[src/rtl/mempool_pkg.sv]
// Shared types and constants for the read-only cache control register block.
package mempool_pkg;

    localparam int unsigned ROCacheNumAddrRules = 4;
    localparam int unsigned ROCacheAddrWidth    = 32;

    localparam logic [31:0] RegEnableOffset = 32'h0000_0000;
    localparam logic [31:0] RegFlushOffset  = 32'h0000_0004;
    localparam logic [31:0] RegStatusOffset = 32'h0000_0008;
    localparam logic [31:0] RegRuleBase     = 32'h0000_0010;

    typedef enum logic {
        StIdle,
        StFlush
    } flush_state_e;

    typedef struct packed {
        logic                                            enable;
        logic [ROCacheNumAddrRules*ROCacheAddrWidth-1:0] start_addr;
        logic [ROCacheNumAddrRules*ROCacheAddrWidth-1:0] end_addr;
        logic                                            flush_valid;
    } ro_cache_ctrl_t;

    function automatic logic [31:0] apply_strb(input logic [31:0] old_val,
                                               input logic [31:0] wdata,
                                               input logic [3:0]  strb);
        logic [31:0] res;
        res = old_val;
        for (int b = 0; b < 4; b++) begin
            if (strb[b]) res[8*b +: 8] = wdata[8*b +: 8];
        end
        return res;
    endfunction

endpackage

[src/rtl/ro_cache_ctrl_regs_flush_fsm.sv]
// Flush handshake towards the RO caches: one active flush plus one coalesced pending flush.
module ro_cache_flush_fsm
    import mempool_pkg::*;
(
    input  logic clk_i,
    input  logic rst_ni,
    input  logic trigger_i,
    input  logic done_clr_i,
    input  logic flush_ready_i,
    output logic flush_valid_o,
    output logic busy_o,
    output logic done_o
);

    flush_state_e state_q, state_d;
    logic         pending_q, pending_d;
    logic         done_q, done_d;

    always_ff @(posedge clk_i or negedge rst_ni) begin
        if (!rst_ni) begin
            state_q   <= StIdle;
            pending_q <= 1'b0;
            done_q    <= 1'b0;
        end else begin
            state_q   <= state_d;
            pending_q <= pending_d;
            done_q    <= done_d;
        end
    end

    always_comb begin
        state_d   = state_q;
        pending_d = pending_q;
        done_d    = done_q;
        if (done_clr_i) done_d = 1'b0;
        unique case (state_q)
            StIdle: begin
                if (trigger_i) state_d = StFlush;
            end
            StFlush: begin
                if (flush_ready_i) begin
                    // A set on the same cycle as a STATUS read must not be lost.
                    done_d = 1'b1;
                    if (pending_q || trigger_i) begin
                        pending_d = 1'b0;
                    end else begin
                        state_d = StIdle;
                    end
                end else if (trigger_i) begin
                    pending_d = 1'b1;
                end
            end
            default: state_d = StIdle;
        endcase
    end

    assign flush_valid_o = (state_q == StFlush);
    assign busy_o        = (state_q == StFlush) | pending_q;
    assign done_o        = done_q;

endmodule

[src/rtl/ro_cache_ctrl_regs.sv]
// Register file and bus front-end generating the RO cache control bundle.
module ro_cache_ctrl_regs
    import mempool_pkg::*;
#(
    parameter int unsigned          NumAddrRules    = ROCacheNumAddrRules,
    parameter int unsigned          AddrWidth       = 32,
    parameter int unsigned          RegAddrWidth    = 8,
    parameter bit                   AutoFlush       = 1'b1,
    parameter logic [AddrWidth-1:0] Rule0StartReset = 32'h8000_0000,
    parameter logic [AddrWidth-1:0] Rule0EndReset   = 32'h8010_0000
) (
    input  logic                              clk_i,
    input  logic                              rst_ni,
    input  logic                              req_valid_i,
    output logic                              req_ready_o,
    input  logic                              req_write_i,
    input  logic [RegAddrWidth-1:0]           req_addr_i,
    input  logic [31:0]                       req_wdata_i,
    input  logic [3:0]                        req_strb_i,
    output logic                              resp_valid_o,
    input  logic                              resp_ready_i,
    output logic [31:0]                       resp_rdata_o,
    output logic                              resp_error_o,
    output logic                              enable_o,
    output logic [NumAddrRules*AddrWidth-1:0] start_addr_o,
    output logic [NumAddrRules*AddrWidth-1:0] end_addr_o,
    output logic                              flush_valid_o,
    input  logic                              flush_ready_i,
    output logic                              busy_o
);

    localparam int unsigned IdxW = (NumAddrRules > 1) ? $clog2(NumAddrRules) : 1;

    logic                 enable_q;
    logic [AddrWidth-1:0] start_q [NumAddrRules];
    logic [AddrWidth-1:0] end_q   [NumAddrRules];
    logic                 resp_valid_q, resp_error_q;
    logic [31:0]          resp_rdata_q;

    logic [31:0]          addr_w, rule_off, rdata_d, rule_old, rule_new;
    logic                 is_enable, is_flush, is_status, is_rule, is_end, mapped;
    logic [IdxW-1:0]      rule_sel;
    logic                 accept, wr_en, trigger, done_clr, fsm_busy, fsm_done;

    assign accept = req_valid_i & req_ready_o;

    // Byte offsets within a word are ignored.
    assign addr_w    = 32'(req_addr_i) & 32'hFFFF_FFFC;
    assign rule_off  = addr_w - RegRuleBase;
    assign is_enable = (addr_w == RegEnableOffset);
    assign is_flush  = (addr_w == RegFlushOffset);
    assign is_status = (addr_w == RegStatusOffset);
    assign is_rule   = (addr_w >= RegRuleBase) && (rule_off[31:3] < 29'(NumAddrRules));
    assign is_end    = rule_off[2];
    assign rule_sel  = rule_off[3 +: IdxW];
    assign mapped    = is_enable | is_flush | is_status | is_rule;
    assign wr_en     = accept & req_write_i & mapped;

    always_comb begin
        rule_old = '0;
        if (is_rule) rule_old = is_end ? 32'(end_q[rule_sel]) : 32'(start_q[rule_sel]);
    end
    assign rule_new = apply_strb(rule_old, req_wdata_i, req_strb_i);

    always_comb begin
        trigger = 1'b0;
        if (wr_en) begin
            if (is_flush && req_strb_i[0] && req_wdata_i[0]) trigger = 1'b1;
            if (AutoFlush && is_rule) trigger = 1'b1;
            if (AutoFlush && is_enable && !enable_q && req_strb_i[0] && req_wdata_i[0]) begin
                trigger = 1'b1;
            end
        end
    end

    assign done_clr = accept & !req_write_i & is_status;

    always_comb begin
        rdata_d = '0;
        if (!req_write_i) begin
            if (is_enable)      rdata_d = {31'b0, enable_q};
            else if (is_status) rdata_d = {30'b0, fsm_done, fsm_busy};
            else if (is_rule)   rdata_d = rule_old;
        end
    end

    always_ff @(posedge clk_i or negedge rst_ni) begin
        if (!rst_ni) begin
            enable_q     <= 1'b0;
            resp_valid_q <= 1'b0;
            resp_error_q <= 1'b0;
            resp_rdata_q <= '0;
            for (int i = 0; i < int'(NumAddrRules); i++) begin
                start_q[i] <= (i == 0) ? Rule0StartReset : '0;
                end_q[i]   <= (i == 0) ? Rule0EndReset   : '0;
            end
        end else begin
            if (wr_en) begin
                if (is_enable && req_strb_i[0]) enable_q <= req_wdata_i[0];
                if (is_rule) begin
                    if (is_end) end_q[rule_sel]   <= AddrWidth'(rule_new);
                    else        start_q[rule_sel] <= AddrWidth'(rule_new);
                end
            end
            if (accept) begin
                resp_valid_q <= 1'b1;
                resp_error_q <= !mapped;
                resp_rdata_q <= rdata_d;
            end else if (resp_ready_i) begin
                resp_valid_q <= 1'b0;
            end
        end
    end

    ro_cache_flush_fsm u_flush_fsm (
        .clk_i         (clk_i),
        .rst_ni        (rst_ni),
        .trigger_i     (trigger),
        .done_clr_i    (done_clr),
        .flush_ready_i (flush_ready_i),
        .flush_valid_o (flush_valid_o),
        .busy_o        (fsm_busy),
        .done_o        (fsm_done)
    );

    for (genvar i = 0; i < NumAddrRules; i++) begin : g_rule_out
        assign start_addr_o[i*AddrWidth +: AddrWidth] = start_q[i];
        assign end_addr_o[i*AddrWidth +: AddrWidth]   = end_q[i];
    end

    assign req_ready_o  = !resp_valid_q;
    assign resp_valid_o = resp_valid_q;
    assign resp_rdata_o = resp_rdata_q;
    assign resp_error_o = resp_error_q;
    assign enable_o     = enable_q;
    assign busy_o       = fsm_busy;

endmodule

[config.mk]
export PLATFORM = sky130hd
export DESIGN_NAME = ro_cache_ctrl_regs
export DESIGN_NICKNAME = d
export VERILOG_FILES = /design/src/rtl/mempool_pkg.sv /design/src/rtl/ro_cache_ctrl_regs_flush_fsm.sv /design/src/rtl/ro_cache_ctrl_regs.sv
export SDC_FILE = /design/constraint.sdc
export NUM_CORES = 1
export LEC_CHECK = 0
export CORE_MARGIN = 2
export CORE_UTILIZATION = 26
export DETAILED_ROUTE_END_ITERATION = 12
export HOLD_SLACK_MARGIN = 0.03
export PLACE_DENSITY_LB_ADDON = 0.05
export SETUP_SLACK_MARGIN = 0.02
export SLEW_MARGIN = 10
export SYNTH_ARGS = -nofsm -noshare
export SYNTH_HDL_FRONTEND = slang
export SYNTH_SLANG_ARGS = --single-unit
export TNS_END_PERCENT = 1
[constraint.sdc]
create_clock -name clk_i -period 2.1 [get_ports clk_i]
set_input_delay 0.21 -clock clk_i [delete_from_list [all_inputs] [get_ports clk_i]]
set_output_delay 0.21 -clock clk_i [all_outputs]
set_load 0.05 [all_outputs]
==> reports/metrics.cfg, run 1 <==
[setup_path]
rr_endpoint=start_addr_o[72]
reg2reg_from=resp_valid_o
r2r_cells=9
end_kind=flop
worst-path-max-fanout=14
path_class=input port to flop
startpoint=req_addr_i[4]
crit_end=end_addr_o[18]
critPathRequiredTime_ns=2.58
ff2ff_setup_slack_ns=0.11
cp.arrival_ns=2.52
start_kind=input port

[finish]
drive_gt1_share_pct=25.76
fillers=5310
layout_common_cells=312 x clkdlybuf4s50_1, 291 x dfrtp_1, 135 x mux2_1
fin_util_pct=38.86
area_growth_syn_to_layout_pct=47.28
finalNonFillerCells=2267
nets=1546
final_common_cell=clkdlybuf4s50_1

[drt]
via_per_inst=4.583
drt-pass1-iter-count=5
wl_per_cell_um=24.14
route.final.wire_length_um=54730
drc_errors=0
vias=10390
drt_iter0_drc=440
antenna_left=0

[global_routing]
grt-ovfl-total=0
grt_pass1_vias=10990
grt_usage_pct=18.84
antenna_found_initial=4
grt_max_degree=49
grt_first_pass_wirelength_um=78950

[die]
core_um2=55200
placementRows=86
die_area_um2=57920
start_util_pct=26.38
die_y_um=240.7
die_width_um=240.7
pin_count=344

[outcome]
outcome=finished, final reports clean

[sta]
setup_viol=0
fin_crit_sh_pct=97.15
drv_slew=0
rsz0062_at_grt=yes
period_needed_ns=2.040
hold_violations=0
setup_slack_ns=0.05976
fmax_mhz=490.1
worst_slew_pin_slew_ns=0.6347
finalClockSkew_ns=0.01068
slew_headroom_pct=57.62

[synthesis]
synth.distinct_cells=38
synth_cells=1041
avgSynthCellArea_um2=13.99
synth_top_area_share_pct=50.00
ys_ff_latch=294
syn_area_um2=14560
syn-num-nets=1093
yosysTopAreaCell=dfrtp_1
yosysWarningCount=0
ys_top_cells_by_area=dfrtp_1 50%, mux2_1 11%, mux2i_1 8.8%
seq_area_frac_synth_pct=50.54

[clocking]
cts_tree=built
cts_buffers=38
h-tree-depth=2
worst_skew_pair.late_latency_ns=0.55
clock-root-buffer=clkbuf_16
path_clk_slew_ns=0.06
clockBufferDepth=3
cts.sinks=294

[power]
ir_worst_vdd_mv=0.4438
p_total_mw=15.53
p_leak_nw=10.13
powerDensity_nw_per_um2=723.9

[job]
drv_cap=0

[hold_path]
hold_class=input port to asynchronous set/reset pin

[placed_design]
dpl_worst_slack_ns=-0.8135
place_inst=2190
hpwlAfterDp_um=39180
io_buffers=341
globalplace.congestion=0.7333

final cells by class:
class                   count  area [um^2]  area share, %
flip-flops and latches    294         7361          34.32
clock buffers              59         1194          5.565
inverters                   7        26.28         0.1225
diodes                      1        2.502        0.01167
multi-input cells         663         6719          31.32
clock inverters             5        50.05         0.2333
repair buffers            490         5161          24.06
well taps                 748        935.9          4.363
what timing repair did:
action                     4_1_cts  5_1_grt
pin swaps                        5       10
hold endpoints to repair       200        0
gates resized for setup         22       32
setup buffers                    7        1
setup endpoints to repair      264      172
cloned                           3        0
hold buffers                     1        0
report_power, final:
part | total, mW | switching [mW] | internal [mW] | leakage (nW)
combinational | 2.87 | 1.79 | 1.08 | 5.45
sequential | 6.13 | 0.230 | 5.90 | 4.06
clock | 6.53 | 2.53 | 4.00 | 0.616
worst max-delay path: stages:
cell	delay, ns
clkdlybuf4s15_2	0.20
inv_2	0.05
ha_1	0.20
or2_4	0.26
nor4_4	0.29
buf_4	0.17
buf_4	0.10
a31oi_2	0.07
buf_6	0.20
buf_12	0.16
o31ai_4	0.38
mux2_4	0.22
cells in the mapped netlist:
cell type,number
clkbuf_1,17
o31ai_1,32
or3_1,1
o31ai_4,28
nand3_1,4
buf_12,2
mux2_2,54
o211ai_1,1
nor2b_1,4
or2_4,1
nand2b_1,2
nor2_1,6
inv_1,7
nand2_1,105
a31oi_4,1
mux2_4,64
dfstp_2,3
buf_1,6
buf_6,26
o21ai_2,1
a22o_1,1
a22oi_1,64
nor4_4,1
dfrtp_1,291
ha_1,2
o31ai_2,4
nand4_4,4
mux2i_1,128
a31o_2,1
mux2_1,139
nand4_1,1
a21oi_1,2
and2_1,2
nor4b_4,4
o21ai_0,4
buf_4,5
buf_2,22
or3b_2,1
flip-flops by register name (all words and copies together), names as in the netlist:
signal / cells
u_flush_fsm.done_o: 1
u_flush_fsm.pending_q: 1
end_addr_o: 128
resp_rdata_o: 32
resp_valid_o: 1
resp_error_o: 1
enable_o: 1
u_flush_fsm.flush_valid_o: 1
start_addr_o: 128
how the worst min path moves through the flow:
| stage | from | to | slack [ns] |
|---|---|---|---|
| final | rst_ni | end_addr_o[10] | 0.14 |
| after global routing | rst_ni | end_addr_o[10] | 0.14 |
| after CTS | rst_ni | end_addr_o[10] | 0.13 |
| after detailed placement | rst_ni | end_addr_o[10] | 0.14 |
| after global placement | rst_ni | start_addr_o[8] | 0.14 |
| after floorplan | rst_ni | enable_o | -0.09 |
cell families after synthesis:
group	after synthesis	share of synthesized area, %
buffers and inverters	85	4.072
DFF	294	50.54
and+or+nand+nor	136	4.931
adders and majority gates	2	0.1718
muxes	385	30.32
AOI/OAI and AO/OA	139	9.966
stage by stage:
step                      hold slack, ns  TNS (ns)  area (um^2)
after floorplan                 -0.08559   -0.6695        14560
after global placement            0.1392   -193.34        19910
after detailed placement          0.1405   -201.28        19910
after CTS                         0.1323         0        21340
after global routing              0.1413  -0.01389        21450
final                             0.1417         0        21450
metal layers:
metal	global-route usage [%]	up-vias	share of wire, %
met3	4.015	58	5.1
met5	0	-	0.029
met2	31.24	247	49
met4	3.689	2	1.4
li1	-	4774	-
met1	25.38	5308	45
No activity file was read; power rests on OpenSTA's default activity.
==> run 2, diff against run 1 <==
--- a/config.mk
+++ b/config.mk
@@ -15,4 +15,3 @@
 export SYNTH_ARGS = -nofsm -noshare
 export SYNTH_HDL_FRONTEND = slang
 export SYNTH_SLANG_ARGS = --single-unit
-export TNS_END_PERCENT = 1
==> run 2 against run 1 <==
Routed wire length is 1.5% higher. Count of clock-buffer cells in the layout rose by 3. Cell count rose by 0.79%. Largest cell class unchanged.
==> reports/metrics.cfg, run 2 (same netlist as run 1, synthesis figures left out) <==
[outcome]
outcome=finished, final reports clean

[drt]
drt-pass1-iter-count=4
wl_per_cell_um=24.32
route.final.wire_length_um=55570
vias=10510
via_per_inst=4.601
antenna_left=0
drt_iter0_drc=434
drc_errors=0

[sta]
slew_headroom_pct=55.90
period_needed_ns=2.032
fin_crit_sh_pct=96.77
fmax_mhz=492.1
finalClockSkew_ns=0.02004
hold_violations=0
setup_viol=0
whs_ns=0.1533
rsz0062_at_grt=yes
tns_ns=0
worst_slew_pin_slew_ns=0.6594
setup_slack_ns=0.06789
drv_slew=0

[clocking]
cts.sinks=294
clock-root-buffer=clkbuf_16
cts_tree=built
h-tree-depth=2
path_clk_slew_ns=0.06
clockBufferDepth=3
worst_skew_pair.late_latency_ns=0.55
cts_buffers=39

[finish]
layout_common_cells=309 x clkdlybuf4s50_1, 290 x dfrtp_1, 128 x mux2i_1
nets=1562
fin_area_um2=21800
final_common_cell=clkdlybuf4s50_1
diodes=0
drive_gt1_share_pct=27.59
area_growth_syn_to_layout_pct=49.69

[die]
start_util_pct=26.38
pin_count=344
placementRows=86
core_um2=55200
die_y_um=240.7
die_area_um2=57920
die_width_um=240.7

[setup_path]
cpPeakStageDelay_ns=0.84
cp.arrival_ns=1.82
crit_family=buffers and inverters
critPathBufInv=1
path_cells=clkdlybuf4s50_1
path_class=flop to output pin
worst-path-max-fanout=3
end_kind=output pin
start_kind=flop
slowest_stage=clkdlybuf4s50_1
critPathRequiredTime_ns=1.89

[placed_design]
dpl_worst_slack_ns=-0.8171
globalplace.congestion=0.7537
hpwlAfterDp_um=39430
dpl_cell_area_um2=20110
io_buffers=341

[job]
drv_cap=0

[power]
powerDensity_nw_per_um2=729.0
ir_worst_vdd_mv=0.4601
p_leak_nw=10.30
p_total_mw=15.89

[global_routing]
grt_max_degree=70
grt_usage_pct=19.08
antenna_found_initial=1
grt-ovfl-total=0
grt_first_pass_wirelength_um=80540
grt_pass1_vias=11440

[hold_path]
hold_class=input port to asynchronous set/reset pin

run 2: cell count changes in the layout (fill, tap and decap cells not counted), moves of 4 or more:
cell,previous run,this run
buf_4,100,108
buf_6,6,10
clkbuf_8,11,15
mux2_1,135,126
mux2_2,51,39
mux2_4,71,92
run 2: what timing repair did:
action / 4_1_cts / 5_1_grt
endpoints found under the setup margin: 265 / 159
buffers inserted: 7 / 0
pin swaps: 4 / 4
gates resized for setup: 30 / 49
hold endpoints to repair: 185 / 0
hold buffers: 1 / 0
gates cloned: 3 / 1
run 2: power by group:
| part | switching [mW] | internal [mW] | total (mW) |
|---|---|---|---|
| registers | 0.234 | 5.90 | 6.13 |
| clock network | 2.60 | 4.28 | 6.88 |
| logic | 1.77 | 1.10 | 2.88 |
| total | 4.61 | 11.3 | 15.9 |
run 2: worst paths after layout:
kind / startpoint / endpoint / slack, ns / cells past startpoint
worst max-delay path: start_addr_o[32] / start_addr_o[32] / 0.07 / 1
max in group asynchronous: rst_ni / resp_rdata_o[15] / 1.03 / 3
worst min register to register: u_flush_fsm.done_o / u_flush_fsm.done_o / 0.48 / 2
min in group clk_i: resp_ready_i / resp_valid_o / 0.22 / 2
worst max register to register: resp_valid_o / start_addr_o[2] / 0.07 / 8
worst min-delay path: rst_ni / start_addr_o[41] / 0.15 / 2
run 2: final cells by class:
type,count,area (um^2)
well taps,748,935.9
clock inverters,6,80.08
repair buffers,506,5364
multi-input cells,662,6768
fillers,5282,33400
flip-flops and latches,294,7362
clock buffers,62,1245
inverters,7,46.29
run 2: per-stage QoR:
stage | cells | util (%)
2_1_floorplan | 1041 | -
3_3_place_gp | 2205 | 36.42
3_5_place_dp | 2205 | 36.42
4_1_cts | 2284 | 39.18
5_1_grt | 2285 | 39.49
6_report | 2285 | 39.49
run 2: layer usage:
layer / wire (um) / share of wire (%) / GRT usage [%]
met2: 27900 / 50 / 33.01
met1: 24040 / 43 / 24.27
met4: 1032 / 1.9 / 5.007
met3: 2592 / 4.7 / 3.786
met5: 0 / 0 / 0
==> run 3, diff against run 2 <==
--- a/config.mk
+++ b/config.mk
@@ -5,7 +5,6 @@
 export SDC_FILE = /design/constraint.sdc
 export NUM_CORES = 1
 export LEC_CHECK = 0
-export CORE_MARGIN = 2
 export CORE_UTILIZATION = 26
 export DETAILED_ROUTE_END_ITERATION = 12
 export HOLD_SLACK_MARGIN = 0.03
==> run 3 against run 2 <==
Critical path depth up 7. Clock skew decreased by 0.011 ns. Sequential cell count is the same. Sequential power hardly changed. Count of clock-buffer cells in the layout is 2 higher. Worst setup slack improved by 0.0038 ns. Cell count decreased by 0.31%. Highest routed layer is now met5. Clock power is 4.1% lower. Fmax rose by 0.19%. Critical path type is now flop to flop. Combinational power about the same. Utilization down 0.37 points. Via count down 1.1%.
==> reports/metrics.cfg, run 3 (same netlist as run 1, synthesis figures left out) <==
[outcome]
outcome=finished, final reports clean

[sta]
drv_slew=0
finalClockSkew_ns=0.008658
rsz0062_at_grt=yes
fmax_mhz=493.0
setup_viol=0
worst_slew_pin_slew_ns=0.6841
slew_headroom_pct=54.12
fin_crit_sh_pct=96.59
setup_slack_ns=0.07167
period_needed_ns=2.028
hold_violations=0

[finish]
nets=1551
drive_gt1_share_pct=26.52
area_growth_syn_to_layout_pct=48.29
fin_area_um2=21600
final_common_cell=clkdlybuf4s50_1
layout_common_cells=315 x clkdlybuf4s50_1, 290 x dfrtp_1, 131 x mux2_1

[job]
drv_cap=0

[global_routing]
grt-ovfl-total=0
grt_usage_pct=19.33
grt_pass1_vias=11220
antenna_found_initial=6
grt_first_pass_wirelength_um=80300
grt_max_degree=57

[drt]
via_per_inst=4.566
drc_errors=0
route.final.wire_length_um=54820
vias=10400
antenna_left=0
drt_iter0_drc=518
wl_per_cell_um=24.07
drt-pass1-iter-count=4

[power]
p_leak_nw=10.07
p_total_mw=15.59
ir_worst_vdd_mv=0.4083
powerDensity_nw_per_um2=721.9

[clocking]
cts_buffers=38
cts.sinks=294
clock-root-buffer=clkbuf_16
clockBufferDepth=3
worst_skew_pair.late_latency_ns=0.55
h-tree-depth=2
cts_tree=built
path_clk_slew_ns=0.06

[setup_path]
worst-path-max-fanout=8
path_class=flop to flop
critPathRequiredTime_ns=2.53
startpoint=resp_valid_o
end_kind=flop
cp.arrival_ns=2.46
reg2reg_from=resp_valid_o
start_kind=flop

[die]
core_um2=55200
die_area_um2=56970
placementRows=86
start_util_pct=26.38
pin_count=344
die_y_um=238.7
die_width_um=238.7

[placed_design]
globalplace.congestion=0.7517
hpwlAfterDp_um=38770
dpl_cell_area_um2=19980
dpl_worst_slack_ns=-0.8871
io_buffers=341

[hold_path]
hold_class=input port to asynchronous set/reset pin

==> run 3: changes by cell type in the layout (fill, tap and decap cells not counted), moves of 3 or more <==
cell             delta
buf_6               +4
clkbuf_8            -3
mux2_1              +5
mux2_4             -13
clkbuf_1            +5
buf_4              -12
clkdlybuf4s50_1     +6
mux2_2              +8
dlymetal6s2s_1      -8
diode_2             +3
dlygate4sd2_1       +3
==> run 3: layout make-up <==
class                   count  area, um^2
diodes                      3       7.507
clock buffers              64        1222
clock inverters             4       45.04
fillers                  5309       33600
inverters                   7       46.29
multi-input cells         662        6743
flip-flops and latches    294        7362
well taps                 748       935.9
repair buffers            496        5235
==> run 3: through the flow <==
step	util (%)	setup TNS [ns]	instances	hold WS [ns]
4_1_cts	38.86	0	2273	0.1321
3_3_place_gp	36.20	-200.37	2193	0.1064
3_5_place_dp	36.20	-218.87	2193	0.1057
6_report	39.12	0	2278	0.1410
2_1_floorplan	-	-0.01089	1041	-0.08559
5_1_grt	39.12	0	2278	0.1598
==> run 3: timing repair <==
action                                  CTS  global route
buffers inserted                         10             0
gates cloned                              2             2
gates resized for setup                  41            26
endpoints found under the setup margin  267            87
pin swaps                                 4             3
hold buffers                              1             0
hold endpoints to repair                274             0
==> run 3: path summary, 6_finish.rpt <==
path / end / slack (ns) / cells after the start
max: start_addr_o[10] / 0.07 / 8
min: resp_rdata_o[28] / 0.14 / 2
max reg2reg: start_addr_o[10] / 0.07 / 8
min reg2reg: u_flush_fsm.done_o / 0.47 / 2
max in group asynchronous: end_addr_o[86] / 1.18 / 4
min in group clk_i: resp_valid_o / 0.24 / 2
==> run 3: critical path, cell delays in order (launching register included) <==
cell and delay, ns:
dfrtp_2 0.43, nor2b_2 0.14, buf_6 0.13, nand2_2 0.07, buf_12 0.14, nor4b_4 0.30
buf_4 0.21, buf_12 0.15, mux2_1 0.32
==> run 3: power breakdown <==
group	internal (mW)	switching [mW]
sequential	5.90	0.228
combinational	1.09	1.78
clock	4.07	2.53
total	11.1	4.54
==> run 3: routing by layer <==
metal	GRT usage, %	share of wire (%)	vias to the layer above
li1	-	-	4759
met1	26.15	46	5331
met2	31.20	48	244
met3	3.649	4.7	65
met4	5.769	2.0	2
met5	0	0.024	-
